===== src/rtl/sha_feeder_pkg.sv =====
// Shared types and constants for the SHA core input feeder.
package sha_feeder_pkg;

    typedef enum logic [1:0] {
        IDLE     = 2'd0,
        ANNOUNCE = 2'd1,
        RUN      = 2'd2,
        DONE     = 2'd3
    } FeederState;

    localparam int WORK_WORDS      = 12;
    localparam int ANNOUNCE_CYCLES = 4;
    localparam int DIFFICULTY_IDX  = 11;

    typedef logic [WORK_WORDS-1:0][31:0] work_t;

    // Index of the first of the three work words shown in announce cycle k.
    function automatic logic [3:0] announce_base(input logic [1:0] k);
        return 4'(k) * 4'd3;
    endfunction

endpackage


===== src/rtl/core_inputs_ifc.sv =====
// Feeder-to-core link: valid, newblock marker and three 32-bit payload words per cycle.
interface coreInputsIfc;
    logic        valid;
    logic        newblock;
    logic [31:0] w1;
    logic [31:0] w2;
    logic [31:0] w3;

    modport writer (output valid, newblock, w1, w2, w3);
    modport reader (input valid, newblock, w1, w2, w3);
endinterface


===== src/rtl/sha_feeder_work_buffer.sv =====
// Shadow work-unit buffer: collects 12 host words while the active unit is being processed.
module sha_feeder_work_buffer
    import sha_feeder_pkg::*;
(
    input  logic        clk,
    input  logic        rst,
    input  logic        host_valid,
    output logic        host_ready,
    input  logic [31:0] host_word,
    input  logic        swap,
    output logic        full,
    output work_t       words
);

    logic [3:0] load_cnt;
    logic       accept;

    assign host_ready = !full;
    assign accept     = host_valid && !full;

    always_ff @(posedge clk or negedge rst) begin
        if (!rst) begin
            load_cnt <= 4'd0;
            full     <= 1'b0;
        end else if (swap) begin
            full <= 1'b0;
        end else if (accept) begin
            if (load_cnt == 4'(DIFFICULTY_IDX)) begin
                load_cnt <= 4'd0;
                full     <= 1'b1;
            end else begin
                load_cnt <= load_cnt + 4'd1;
            end
        end
    end

    // Payload storage needs no reset; full gates its use.
    always_ff @(posedge clk) begin
        if (accept) begin
            words[load_cnt] <= host_word;
        end
    end

endmodule


===== src/rtl/sha_core_input_feeder.sv =====
// Announces a work unit to one SHA core then streams strided nonces.
// Optional SHA_FEEDER_PAUSE_EN adds a pause input that stalls nonce issue in RUN.
module sha_core_input_feeder
    import sha_feeder_pkg::*;
#(
    parameter int unsigned PROCESSORINDEX = 0,
    parameter int unsigned NUMPROCESSORS  = 1
)
(
    input  logic         clk,
    input  logic         rst,
    input  logic         host_valid,
    output logic         host_ready,
    input  logic [31:0]  host_word,
`ifdef SHA_FEEDER_PAUSE_EN
    input  logic         pause,
`endif
    coreInputsIfc.writer out,
    output logic         exhausted,
    output logic [31:0]  nonce_base
);

    localparam logic [32:0] STRIDE      = 33'(NUMPROCESSORS);
    localparam logic [31:0] FIRST_NONCE = 32'(PROCESSORINDEX);

    FeederState  state;
    FeederState  state_next;
    logic [1:0]  ann_cnt;
    logic [3:0]  ann_base;
    logic        shadow_full;
    logic        swap;
    logic        issue;
    logic        run_go;
    work_t       shadow;
    work_t       active;
    logic [31:0] nonce;
    logic [32:0] nonce_sum;

    sha_feeder_work_buffer u_buffer (
        .clk        (clk),
        .rst        (rst),
        .host_valid (host_valid),
        .host_ready (host_ready),
        .host_word  (host_word),
        .swap       (swap),
        .full       (shadow_full),
        .words      (shadow)
    );

`ifdef SHA_FEEDER_PAUSE_EN
    assign run_go = !pause;
`else
    assign run_go = 1'b1;
`endif

    assign nonce_sum = {1'b0, nonce} + STRIDE;
    assign ann_base  = announce_base(ann_cnt);

    always_ff @(posedge clk or negedge rst) begin
        if (!rst) begin
            state   <= IDLE;
            ann_cnt <= 2'd0;
        end else begin
            state   <= state_next;
            ann_cnt <= (state == ANNOUNCE) ? ann_cnt + 2'd1 : 2'd0;
        end
    end

    // A pending unit preempts everything except an announce already in progress.
    always_comb begin
        state_next = state;
        swap       = 1'b0;
        issue      = 1'b0;
        case (state)
            IDLE, DONE: begin
                if (shadow_full) begin
                    swap       = 1'b1;
                    state_next = ANNOUNCE;
                end
            end
            ANNOUNCE: begin
                if (ann_cnt == 2'(ANNOUNCE_CYCLES - 1)) begin
                    state_next = RUN;
                end
            end
            RUN: begin
                if (shadow_full) begin
                    swap       = 1'b1;
                    state_next = ANNOUNCE;
                end else if (run_go) begin
                    issue = 1'b1;
                    if (nonce_sum[32]) begin
                        state_next = DONE;
                    end
                end
            end
            default: state_next = IDLE;
        endcase
    end

    always_ff @(posedge clk) begin
        if (swap) begin
            active <= shadow;
        end
        if (state == ANNOUNCE && state_next == RUN) begin
            nonce <= FIRST_NONCE;
        end else if (issue) begin
            nonce <= nonce_sum[31:0];
        end
    end

    always_comb begin
        out.valid    = 1'b0;
        out.newblock = 1'b0;
        out.w1       = 32'd0;
        out.w2       = 32'd0;
        out.w3       = 32'd0;
        nonce_base   = 32'd0;
        exhausted    = 1'b0;
        case (state)
            ANNOUNCE: begin
                out.valid    = 1'b1;
                out.newblock = 1'b1;
                out.w1       = active[ann_base];
                out.w2       = active[ann_base + 4'd1];
                out.w3       = active[ann_base + 4'd2];
            end
            RUN: begin
                out.valid  = run_go;
                out.w1     = nonce;
                out.w3     = active[DIFFICULTY_IDX];
                nonce_base = nonce;
            end
            DONE: begin
                exhausted = 1'b1;
            end
            default: ;
        endcase
    end

endmodule


===== src/flat_wrapper.sv =====
// flat-port wrapper written by rule: the top's interface ports become plain ports
module sha_core_input_feeder_flat import sha_feeder_pkg::*;
#(
    parameter int unsigned PROCESSORINDEX = 0,
    parameter int unsigned NUMPROCESSORS  = 1
)
  (clk, rst, host_valid, host_ready, host_word, exhausted, nonce_base, out_valid, out_newblock, out_w1, out_w2, out_w3);
  coreInputsIfc out_i ();
  input  logic clk;
  input  logic rst;
  input  logic host_valid;
  output logic host_ready;
  input  logic [31:0] host_word;
  output logic exhausted;
  output logic [31:0] nonce_base;
  output wire logic [$bits(out_i.valid)-1:0] out_valid;
  output wire logic [$bits(out_i.newblock)-1:0] out_newblock;
  output wire logic [$bits(out_i.w1)-1:0] out_w1;
  output wire logic [$bits(out_i.w2)-1:0] out_w2;
  output wire logic [$bits(out_i.w3)-1:0] out_w3;
  assign out_valid = out_i.valid;
  assign out_newblock = out_i.newblock;
  assign out_w1 = out_i.w1;
  assign out_w2 = out_i.w2;
  assign out_w3 = out_i.w3;
  sha_core_input_feeder #(.PROCESSORINDEX(PROCESSORINDEX), .NUMPROCESSORS(NUMPROCESSORS)) u_core (.clk(clk), .rst(rst), .host_valid(host_valid), .host_ready(host_ready), .host_word(host_word), .out(out_i), .exhausted(exhausted), .nonce_base(nonce_base));
endmodule

===== config.mk =====
export PLATFORM = sky130hd
export DESIGN_NAME = sha_core_input_feeder_flat
export DESIGN_NICKNAME = d
export VERILOG_FILES = /design/src/rtl/sha_feeder_pkg.sv /design/src/rtl/core_inputs_ifc.sv /design/src/rtl/sha_feeder_work_buffer.sv /design/src/rtl/sha_core_input_feeder.sv /design/src/flat_wrapper.sv
export SDC_FILE = /design/constraint.sdc
export NUM_CORES = 1
export LEC_CHECK = 0
export CORE_AREA = 2 2 238 240
export CTS_BUF_LIST = sky130_fd_sc_hd__clkbuf_16
export CTS_CLUSTER_DIAMETER = 200
export DETAILED_ROUTE_END_ITERATION = 7
export DIE_AREA = 0 0 240 242
export PLACE_DENSITY = 0.79
export SLEW_MARGIN = 20
export SYNTH_ARGS = -nofsm -noshare
export SYNTH_HDL_FRONTEND = slang
export SYNTH_SLANG_ARGS = --single-unit

===== constraint.sdc =====
create_clock -name clk -period 24.5 [get_ports clk]
set_input_delay 4.9 -clock clk [delete_from_list [all_inputs] [get_ports clk]]
set_output_delay 4.9 -clock clk [all_outputs]
set_load 0.02 [all_outputs]

==> qor.yml, run 1 <==
worst_hold_path:
  hold_path_depth: 0
  hp-start: "u_core.u_buffer.words[107]$_DFFE_PP_"
  hold_path_class: "reg2reg"
  min_to: "u_core.active[107]$_DFFE_PP_"
synthesis:
  synth-simple-area-share_pct: 4.92
  yosysUniqueCellTypes: 46
  synthArstFlopShare_pct: 1.11
  syn-num-nets: 1835
  synthAdderAreaFrac_pct: 0.491
  syn-cell-area_mm2: 0.0331
  synth_xor_xnor_area_share_pct: 0.846
  synth_compound_area_share_pct: 3.67
  synth_top_family_by_area: "multiplexers"
  synth-edff-count: 768
  syn_inst: 1787
  ys_ff_latch: 809
  ys_seq_area_share_pct: 72.3
  synthMuxAreaShare_pct: 16.1
  syn_avg_cell_area_um2: 18.5
  ys_warn_count: 0
  synthFlopType: "edfxtp_1"
power:
  max-vdd-ir-drop_v: 0.0000647
  combPwrFrac_pct: 22.3
  swShare_pct: 28.0
  p_total_uw: 3660
  p_leak_uw: 0.0122
  power.internal_uw: 2640
  p_switching_uw: 1030
  seqPwrFrac_pct: 46.4
  p_per_area_mw_per_mm2: 96.2
  power_frac_clock_pct: 31.3
clock_tree:
  numCtsBuffers: 78
  root_buffer: "clkbuf_16"
  clk_pin_slew_worst_paths_ns: 0.06
  ctsHoldBuffers: 0
  cts_buffer_depth: 3
  insertion_delay_ns: 0.61
  cts_setup_buffers: 0
  cts_repair_resize_count: 0
  cts_tree: "done"
  htreeDepth: 3
  cts_sinks: 809
floorplanning:
  core_area_mm2: 0.0557
  dieHeight_um: 242
  pin_count: 167
  die-width_um: 240
  start_util_pct: 59.4
  die_area_mm2: 0.0581
  fp-row-count: 87
critical_path:
  crit_arrival_ns: 5.48
  crit-reg2reg-launch: "u_core.ann_cnt[0]$_DFF_PN0_"
  crit_chain: "inv_2 -> ha_4 -> buf_4 -> buf_4 -> mux2_2 -> a221oi_1 -> nor2_1 -> clkdlybuf4s50_1"
  crit_buf_inv: 4
  worst_setup_path_start_kind: "flip-flop"
  path_delay_family: "buffers and inverters"
  reg2regPathDepth: 5
  rrSetupSlack_ns: 20.95
  max_stage_delay_ns: 0.97
  crit_top_cell: "buf_4"
  reg2reg_to: "u_core.ann_cnt[1]$_DFF_PN0_"
  cp-end-kind: "output pin"
  critical_path_depth: 8
  cp_max_fo: 81
  cp.required_ns: 19.60
  crit_type: "reg2out"
  cpMaxStageDelayCell: "dfrtp_4"
place:
  dp_slack_ns: 14.79
  dpl_cell_area_mm2: 0.0356
  dpl.hpwl_mm: 46.4
  place.port_buffers: 166
  gp_congestion: 0.841
sta:
  finalSetupViolCount: 0
  tns_ns: 0
  fmax_ghz: 0.0964
  drv_slew: 0
  rsz0062_at_grt: "false"
  fin_crit_sh_pct: 42.4
  tightest_slew_ns: 1.06
  skew_ns: 0.0205
  worst_slack_ns: 14.12
  hold_viol: 0
  min_period_ns: 10.38
  slew_headroom_pct: 28.9
drt:
  drt_iter0_drc: 2306
  vias: 18163
  drcViolationCount: 0
  vias_per_cell: 6.55
  ant_nets: 0
  avgRoutedWirePerCell_um: 29.4
  firstDrtPassIters: 6
  wirelength_mm: 81.5
run:
  drv_cap: 0
finish:
  mostFrequentLayoutCell: "edfxtp_1"
  finalInstanceArea_mm2: 0.0381
  fillerInstances: 3506
  nets: 2006
  final_core_util_pct: 68.3
  area.sequential_mm2: 0.0239
  drive_gt1_share_pct: 22.2
  multi_input_area_mm2: 0.00874
  mostFrequentLayoutCells: "768 x edfxtp_1, 166 x clkdlybuf4s50_1, 160 x mux4_2, 123 x nor2_1, 97 x mux2_2"
  area_growth_pct: 15.0
global_routing:
  grt_max_degree: 208
  track_usage_pct: 28.4
  grt_pass1_wl_mm: 118
  grt_pass1_vias: 18259
  gr-total-overflow: 0
  antenna_found_initial: 2
run_status:
  status: "finished clean"
==> cell families (layout without fill, tap and decap cells) <==
family | Yosys count | count (layout)
adder cells (fa/ha/maj) | 13 | 13
flip-flops | 809 | 809
AO/OA/AOI/OAI | 173 | 173
buffers and inverters | 120 | 351
AND/OR/NAND/NOR | 318 | 318
multiplexers | 322 | 322
XOR/XNOR | 32 | 32
other | 0 | 1
==> power groups by stage <==
stage          Sequential [uW]  Combinational, uW  Clock (uW)
5_1_grt                   1710                863        1210
3_3_place_gp              1720                790           0
2_1_floorplan             1730                574           0
4_1_cts                   1700                813        1160
6_report                  1700                817        1150
3_5_place_dp              1720                804           0
==> metal layers <==
| metal | GRT usage (%) | part of all wire, % |
|---|---|---|
| met1 | 38.7 | 37 |
| met2 | 45.0 | 49 |
| met3 | 5.56 | 10 |
| met5 | 0 | 0.016 |
| met4 | 12.8 | 4.4 |
==> cells in the mapped netlist, drive strengths merged (38+ instances only) <==
cell type | number | area [um^2]
nor2b | 38 | 238
edfxtp | 768 | 23100
clkbuf | 47 | 176
nand2 | 50 | 188
and2 | 40 | 250
mux2i | 65 | 651
buf | 63 | 338
mux2 | 97 | 1090
nor2 | 136 | 536
mux4 | 160 | 3600
a21oi | 65 | 325
==> state kept, by name, summed over array words and instances, names as in the netlist <==
| register | flops |
|---|---|
| u_core.nonce | 32 |
| u_core.active | 384 |
| u_core.u_buffer.load_cnt | 4 |
| u_core.ann_cnt | 2 |
| u_core.state | 2 |
| u_core.u_buffer.full | 1 |
| u_core.u_buffer.words | 384 |
==> worst max-delay path by stage <==
stage                                           start                         end  slack, ns
after floorplan             u_core.state[1]$_DFF_PN0_  u_core.active[0]$_DFFE_PP_       6.47
after global placement    u_core.ann_cnt[0]$_DFF_PN0_                  out_w1[25]      14.95
after detailed placement  u_core.ann_cnt[0]$_DFF_PN0_                  out_w1[25]      14.79
after CTS                 u_core.ann_cnt[0]$_DFF_PN0_                  out_w1[25]      14.11
after global routing      u_core.ann_cnt[0]$_DFF_PN0_                  out_w1[25]      13.86
final                     u_core.ann_cnt[0]$_DFF_PN0_                  out_w1[25]      14.12
==> through the flow <==
stage / hold slack, ns / cells
final: 0.407 / 2775
after detailed placement: 0.405 / 2633
after floorplan: 0.400 / 1787
after CTS: 0.410 / 2773
after global routing: 0.415 / 2774
after global placement: 0.400 / 2633
==> area by class of cell <==
| class | instances | share of cell area [%] |
|---|---|---|
| flip-flops and latches | 809 | 62.9 |
| repair buffers | 201 | 5.15 |
| clock inverters | 58 | 1.04 |
| clock buffers | 82 | 5.39 |
| well taps | 756 | 2.48 |
| diodes | 1 | 0.00657 |
| inverters | 10 | 0.0986 |
| multi-input cells | 858 | 23.0 |
Power figures use the tool's default switching activity.
==> run 2, diff against run 1 <==
==> constraint.sdc (replaced) <==
create_clock -name clk -period 10 [get_ports clk]
set_input_delay 2 -clock clk [delete_from_list [all_inputs] [get_ports clk]]
set_output_delay 2 -clock clk [all_outputs]
set_load 0.02 [all_outputs]
==> qor.yml, run 2 (synthesis gave the netlist of run 1 again) <==
sta:
  rsz0062_at_grt: "false"
  fmax_ghz: 0.136
  min_period_ns: 7.34
  drv_slew: 0  # unchanged
  hold_viol: 0  # unchanged
  skew_ns: 0.0257  # +0.00513 ns
  tightest_slew_ns: 1.08  # +0.0251 ns
  tns_ns: 0  # unchanged
  slew_headroom_pct: 27.8  # -1.1 points
  finalSetupViolCount: 0  # unchanged
  fin_crit_sh_pct: 73.4
clock_tree:
  htreeDepth: 3  # unchanged
  ctsHoldBuffers: 0  # unchanged
  insertion_delay_ns: 0.62  # about the same
  cts_sinks: 809  # unchanged
  cts_buffer_depth: 3  # unchanged
  root_buffer: "clkbuf_16"
  numCtsBuffers: 79  # +1.3%
  cts_tree: "done"
  clk_pin_slew_worst_paths_ns: 0.06  # about the same
  cts_repair_resize_count: 0  # unchanged
  cts_setup_buffers: 0  # unchanged
floorplanning:
  start_util_pct: 59.4  # unchanged
  fp-row-count: 87  # unchanged
  die_area_mm2: 0.0581  # unchanged
  pin_count: 167  # unchanged
  dieHeight_um: 242  # unchanged
  core_area_mm2: 0.0557  # unchanged
  die-width_um: 240  # unchanged
finish:
  mostFrequentLayoutCells: "768 x edfxtp_1, 166 x clkdlybuf4s50_1, 160 x mux4_2, 123 x nor2_1, 97 x mux2_2"
  fillerInstances: 3475  # -0.88%
  top_regs: "u_core.active x384, u_core.u_buffer.words x384, u_core.nonce x32"
  multi_input_area_mm2: 0.00873  # -0.16%
  final_core_util_pct: 68.5  # +0.15 points
  mostFrequentLayoutCell: "edfxtp_1"
  nets: 2007  # +0.050%
  area_growth_pct: 15.2
  finalInstanceArea_mm2: 0.0382  # +0.22%
  area.sequential_mm2: 0.0239  # unchanged
  final_cells: 2782  # +0.25%
  drive_gt1_share_pct: 22.0  # -0.16 points
drt:
  firstDrtPassIters: 6  # unchanged
  drt_iter0_drc: 2777  # +20%
  vias: 18268  # +0.58%
  wirelength_mm: 81.4  # about the same
  avgRoutedWirePerCell_um: 29.3  # -0.31%
  vias_per_cell: 6.57  # +0.33%
  ant_nets: 0  # unchanged
  drcViolationCount: 0  # unchanged
global_routing:
  grt_use_met1_pct: 39.4  # +0.76 points
  gr-total-overflow: 0  # unchanged
  met3_usage_pct: 4.92  # -0.64 points
  antenna_found_initial: 2  # unchanged
  grt_pass1_vias: 18228  # -0.17%
  use_met2_pct: 43.6  # -1.3 points
  grt_pass1_wl_mm: 118  # -0.44%
  top_usage_layer: "met2"
  track_usage_pct: 28.3  # -0.059 points
  grt_max_degree: 189  # -9.1%
critical_path:
  crit_type: "reg2out"
  cp.required_ns: 8.00  # -11.60 ns
  crit_chain: "buf_4 -> ha_4 -> buf_4 -> mux4_2 -> mux2i_1 -> o221ai_1 -> clkdlybuf4s50_1"
  crit_arrival_ns: 5.34  # -0.14 ns
  worst_setup_path_start_kind: "flip-flop"
  cp-end-kind: "output pin"
  cpMaxStageDelayCell: "dfrtp_4"
  crit_buf_inv: 3  # -1
  path_delay_family: "buffers and inverters"
  max_stage_delay_ns: 0.89  # -0.08 ns
  crit_top_cell: "buf_4"
  cp_max_fo: 48  # -41%
run_status:
  status: "finished clean"
run:
  drv_cap: 0  # unchanged
power:
  p_leak_uw: 0.0123  # +0.35%
  p_total_uw: 9090  # +150%
  max-vdd-ir-drop_v: 0.000157  # +140%
  p_per_area_mw_per_mm2: 238  # +150%
place:
  place.port_buffers: 166  # unchanged
  dp_cells: 2634  # +0.038%
  dpl.hpwl_mm: 45.4  # -2.2%
  dpl_cell_area_mm2: 0.0356  # about the same
  gp_congestion: 0.833  # -0.90%
worst_hold_path:
  hold_path_class: "reg2reg"
-- run 2: cell count changes in the layout (fill, tap and decap cells not counted), sizes merged --
cell      previous run  this run
bufinv               4         7
clkinvlp             5         2
clkbuf              82        84
clkinv              31        35
diode                1         2
-- run 2: layer usage --
metal	wire length, um	share of wire [%]	vias up
met2	38400	47	1294
met3	9020	11	262
met5	0	0	-
met1	29900	37	9173
li1	-	-	7539
met4	4040	5.0	0
-- run 2: cell type report --
type | count | share of cell area (%)
Inverter | 10 | 0.0984
Antenna cell | 2 | 0.0131
Multi-Input combinational cell | 858 | 22.9
Clock buffer | 84 | 5.51
Clock inverter | 62 | 1.21
Tap cell | 756 | 2.48
Sequential cell | 809 | 62.7
Timing Repair Buffer | 201 | 5.09
-- run 2: stage by stage --
stage | worst slack, ns | hold WS [ns]
floorplan | 2.84 | 0.400
global placement | 3.32 | 0.400
detailed placement | 3.26 | 0.405
CTS | 2.58 | 0.407
global route | 2.35 | 0.408
finish | 2.66 | 0.405
-- run 2: worst paths after layout --
| check | from | to | slack, ns | depth (start not counted) |
|---|---|---|---|---|
| min in group asynchronous | rst | u_core.u_buffer.full$_DFFE_PN0P_ | 1.71 | 1 |
| max in group asynchronous | rst | u_core.ann_cnt[0]$_DFF_PN0_ | 7.91 | 1 |
| worst min-delay path | u_core.u_buffer.words[74]$_DFFE_PP_ | u_core.active[74]$_DFFE_PP_ | 0.40 | 0 |
| worst max register to register | u_core.state[1]$_DFF_PN0_ | u_core.active[317]$_DFFE_PP_ | 6.33 | 5 |
| worst min register to register | u_core.u_buffer.words[74]$_DFFE_PP_ | u_core.active[74]$_DFFE_PP_ | 0.40 | 0 |
| worst max-delay path | u_core.ann_cnt[0]$_DFF_PN0_ | out_w3[18] | 2.66 | 7 |
-- run 2: power by group --
| part | total (uW) | switching (uW) | leakage [uW] | internal, uW |
|---|---|---|---|---|
| logic | 2020 | 1180 | 0.00362 | 844 |
| registers | 4160 | 130 | 0.00731 | 4030 |
| clock network | 2910 | 1210 | 0.00132 | 1690 |
-- run 2: worst register-to-register path: stages (launching register included) --
cell and delay (ns):
dfrtp_1 0.40, inv_1 0.10, ha_2 0.30, nor2_4 0.78, buf_12 0.77, buf_6 0.92
==> run 3, diff against run 2 <==
--- a/config.mk
+++ b/config.mk
@@ -5,12 +5,12 @@
 export SDC_FILE = /design/constraint.sdc
 export NUM_CORES = 1
 export LEC_CHECK = 0
-export CORE_AREA = 2 2 238 240
+export CORE_AREA = 2 2 251 253
 export CTS_BUF_LIST = sky130_fd_sc_hd__clkbuf_16
 export CTS_CLUSTER_DIAMETER = 200
 export DETAILED_ROUTE_END_ITERATION = 7
-export DIE_AREA = 0 0 240 242
-export PLACE_DENSITY = 0.79
+export DIE_AREA = 0 0 253 255
+export PLACE_DENSITY = 0.75
 export SLEW_MARGIN = 20
 export SYNTH_ARGS = -nofsm -noshare
 export SYNTH_HDL_FRONTEND = slang
==> constraint.sdc (replaced) <==
create_clock -name clk -period 6.7 [get_ports clk]
set_input_delay 1.34 -clock clk [delete_from_list [all_inputs] [get_ports clk]]
set_output_delay 1.34 -clock clk [all_outputs]
set_load 0.02 [all_outputs]
==> qor.yml, run 3 (synthesis gave the netlist of run 1 again) <==
run_status:
  status: "finished clean"
drt:
  firstDrtPassIters: 5  # -1
  ant_nets: 0  # unchanged
  vias_per_cell: 6.29  # -4.3%
  wirelength_mm: 78.7  # -3.3%
  avgRoutedWirePerCell_um: 28.0  # -4.4%
  drt_iter0_drc: 2062  # -26%
  vias: 17687  # -3.2%
  drcViolationCount: 0  # unchanged
power:
  p_per_area_mw_per_mm2: 352  # +48%
  max-vdd-ir-drop_v: 0.000243  # +55%
  p_leak_uw: 0.0122  # -0.39%
critical_path:
  cp_max_fo: 33  # -31%
  crit_type: "reg2out"
  crit_chain: "inv_2 -> buf_4 -> ha_1 -> xnor2_1 -> or4b_2 -> buf_4 -> o221ai_1 -> clkdlybuf4s50_1"
  worst_setup_path_start_kind: "flip-flop"
  cp.required_ns: 5.36  # -2.64 ns
  cpMaxStageDelayCell: "or4b_2"
  crit_start: "u_core.ann_cnt[0]$_DFF_PN0_"
  cp-end-kind: "output pin"
  crit-reg2reg-launch: "u_core.state[0]$_DFF_PN0_"
  max_stage_delay_ns: 1.03  # +0.14 ns
  crit_top_cell: "buf_4"
  crit_arrival_ns: 4.92  # -0.42 ns
worst_hold_path:
  hp-start: "u_core.u_buffer.words[181]$_DFFE_PP_"
  hold_path_class: "reg2reg"
finish:
  fillerInstances: 4262  # +23%
  top_regs: "u_core.active x384, u_core.u_buffer.words x384, u_core.nonce x32"
  drive_gt1_share_pct: 21.8  # -0.22 points
  mostFrequentLayoutCells: "768 x edfxtp_1, 166 x clkdlybuf4s50_1, 160 x mux4_2, 123 x nor2_1, 97 x mux2_2"
  area_growth_pct: 15.2  # about the same
  mostFrequentLayoutCell: "edfxtp_1"
  nets: 2002  # -0.25%
  finalInstanceArea_mm2: 0.0381  # about the same
floorplanning:
  core_area_mm2: 0.0622  # +12%
  die-width_um: 253  # +5.4%
  fp-row-count: 92  # +5.7%
  die_area_mm2: 0.0645  # +11%
  pin_count: 167  # unchanged
  start_util_pct: 53.3  # -6.1 points
  dieHeight_um: 255  # +5.4%
sta:
  hold_viol: 0  # unchanged
  min_period_ns: 6.26
  fin_crit_sh_pct: 93.5
  fmax_ghz: 0.160
  rsz0062_at_grt: "false"
  slew_headroom_pct: 25.8  # -2.0 points
  fin_hold_ws_ns: 0.408  # +0.00306 ns
  skew_ns: 0.0212  # -0.00450 ns
  tightest_slew_ns: 1.11  # +0.0304 ns
  finalSetupViolCount: 0  # unchanged
  drv_slew: 0  # unchanged
place:
  gp_congestion: 0.814  # -2.3%
  place.port_buffers: 166  # unchanged
  dpl.hpwl_mm: 45.6  # +0.58%
  dpl_cell_area_mm2: 0.0357  # +0.21%
clock_tree:
  cts_sinks: 809  # unchanged
  numCtsBuffers: 75  # -5.1%
  cts_buffer_depth: 3  # unchanged
  insertion_delay_ns: 0.61  # about the same
  root_buffer: "clkbuf_16"
  clk_pin_slew_worst_paths_ns: 0.07  # about the same
  cts_tree: "done"
  cts_setup_buffers: 0  # unchanged
  cts_repair_resize_count: 0  # unchanged
  ctsHoldBuffers: 0  # unchanged
  htreeDepth: 3  # unchanged
global_routing:
  grt_pass1_vias: 17405  # -4.5%
  track_usage_pct: 24.5  # -3.8 points
  antenna_found_initial: 3  # +1
  grt_max_degree: 134  # -29%
  gr-total-overflow: 0  # unchanged
  grt_pass1_wl_mm: 113  # -3.8%
run:
  drv_cap: 0  # unchanged
-- run 3: cell count changes in the layout (fill, tap and decap cells not counted), sizes merged --
cell | previous run | this run
clkinv | 35 | 24
clkbuf | 84 | 79
inv | 28 | 31
buf | 35 | 34
bufinv | 7 | 8
clkinvlp | 2 | 3
diode | 2 | 3
-- run 3: report_power, final --
group / switching (uW) / internal, uW / leakage [uW]
Clock: 1780 / 2440 / 0.00126
Sequential: 152 / 6010 / 0.00731
Combinational: 1760 / 1290 / 0.00364
Total: 3690 / 9730 / 0.0122
-- run 3: stage by stage --
| step | setup TNS (ns) | power [uW] | std cells | setup WS [ns] | utilization [%] |
|---|---|---|---|---|---|
| after floorplan | -70.17 | 8340 | 1787 | -0.183 | - |
| after global placement | 0 | 9190 | 2675 | 1.09 | 57.3 |
| after detailed placement | 0 | 9280 | 2675 | 1.03 | 57.4 |
| after CTS | 0 | 13500 | 2810 | 0.350 | 61.3 |
| after global routing | 0 | 13900 | 2813 | 0.382 | 61.3 |
| final | 0 | 13400 | 2814 | 0.437 | 61.3 |
-- run 3: critical path: cells and delay by family, from the launching register on --
kind,cells,cell delay (ns)
buf+inv,4,1.92
fa+ha+maj,1,0.29
simple gates,1,1.03
flops,1,0.51
xor+xnor,1,0.10
compound gates,1,0.44
-- run 3: final cells by class --
type	count	area (um^2)	share of cell area (%)
well taps	799	1000	2.62
flip-flops and latches	809	23900	62.8
repair buffers	200	1970	5.15
clock inverters	56	462	1.21
diodes	3	7.51	0.0197
clock buffers	79	1980	5.18
multi-input cells	858	8750	22.9
inverters	10	37.5	0.0984
-- run 3: final timing paths --
check / cells after the start / slack, ns / to
min in group asynchronous: 1 / 1.05 / u_core.u_buffer.load_cnt[2]$_DFFE_PN0P_
hold reg to reg: 0 / 0.41 / u_core.active[181]$_DFFE_PP_
setup reg to reg: 8 / 3.54 / u_core.nonce[12]$_SDFFE_PP0P_
max in group asynchronous: 1 / 5.30 / u_core.ann_cnt[0]$_DFF_PN0_
hold / removal: 0 / 0.41 / u_core.active[181]$_DFFE_PP_
setup / recovery: 8 / 0.44 / out_w3[3]
-- run 3: layer usage --
metal	GRT usage, %	wire, um	vias to the layer above
met5	0	8	-
met4	9.89	2480	2
met1	33.9	31200	9017
met3	4.92	7430	165
met2	38.7	37600	976
li1	-	-	7527
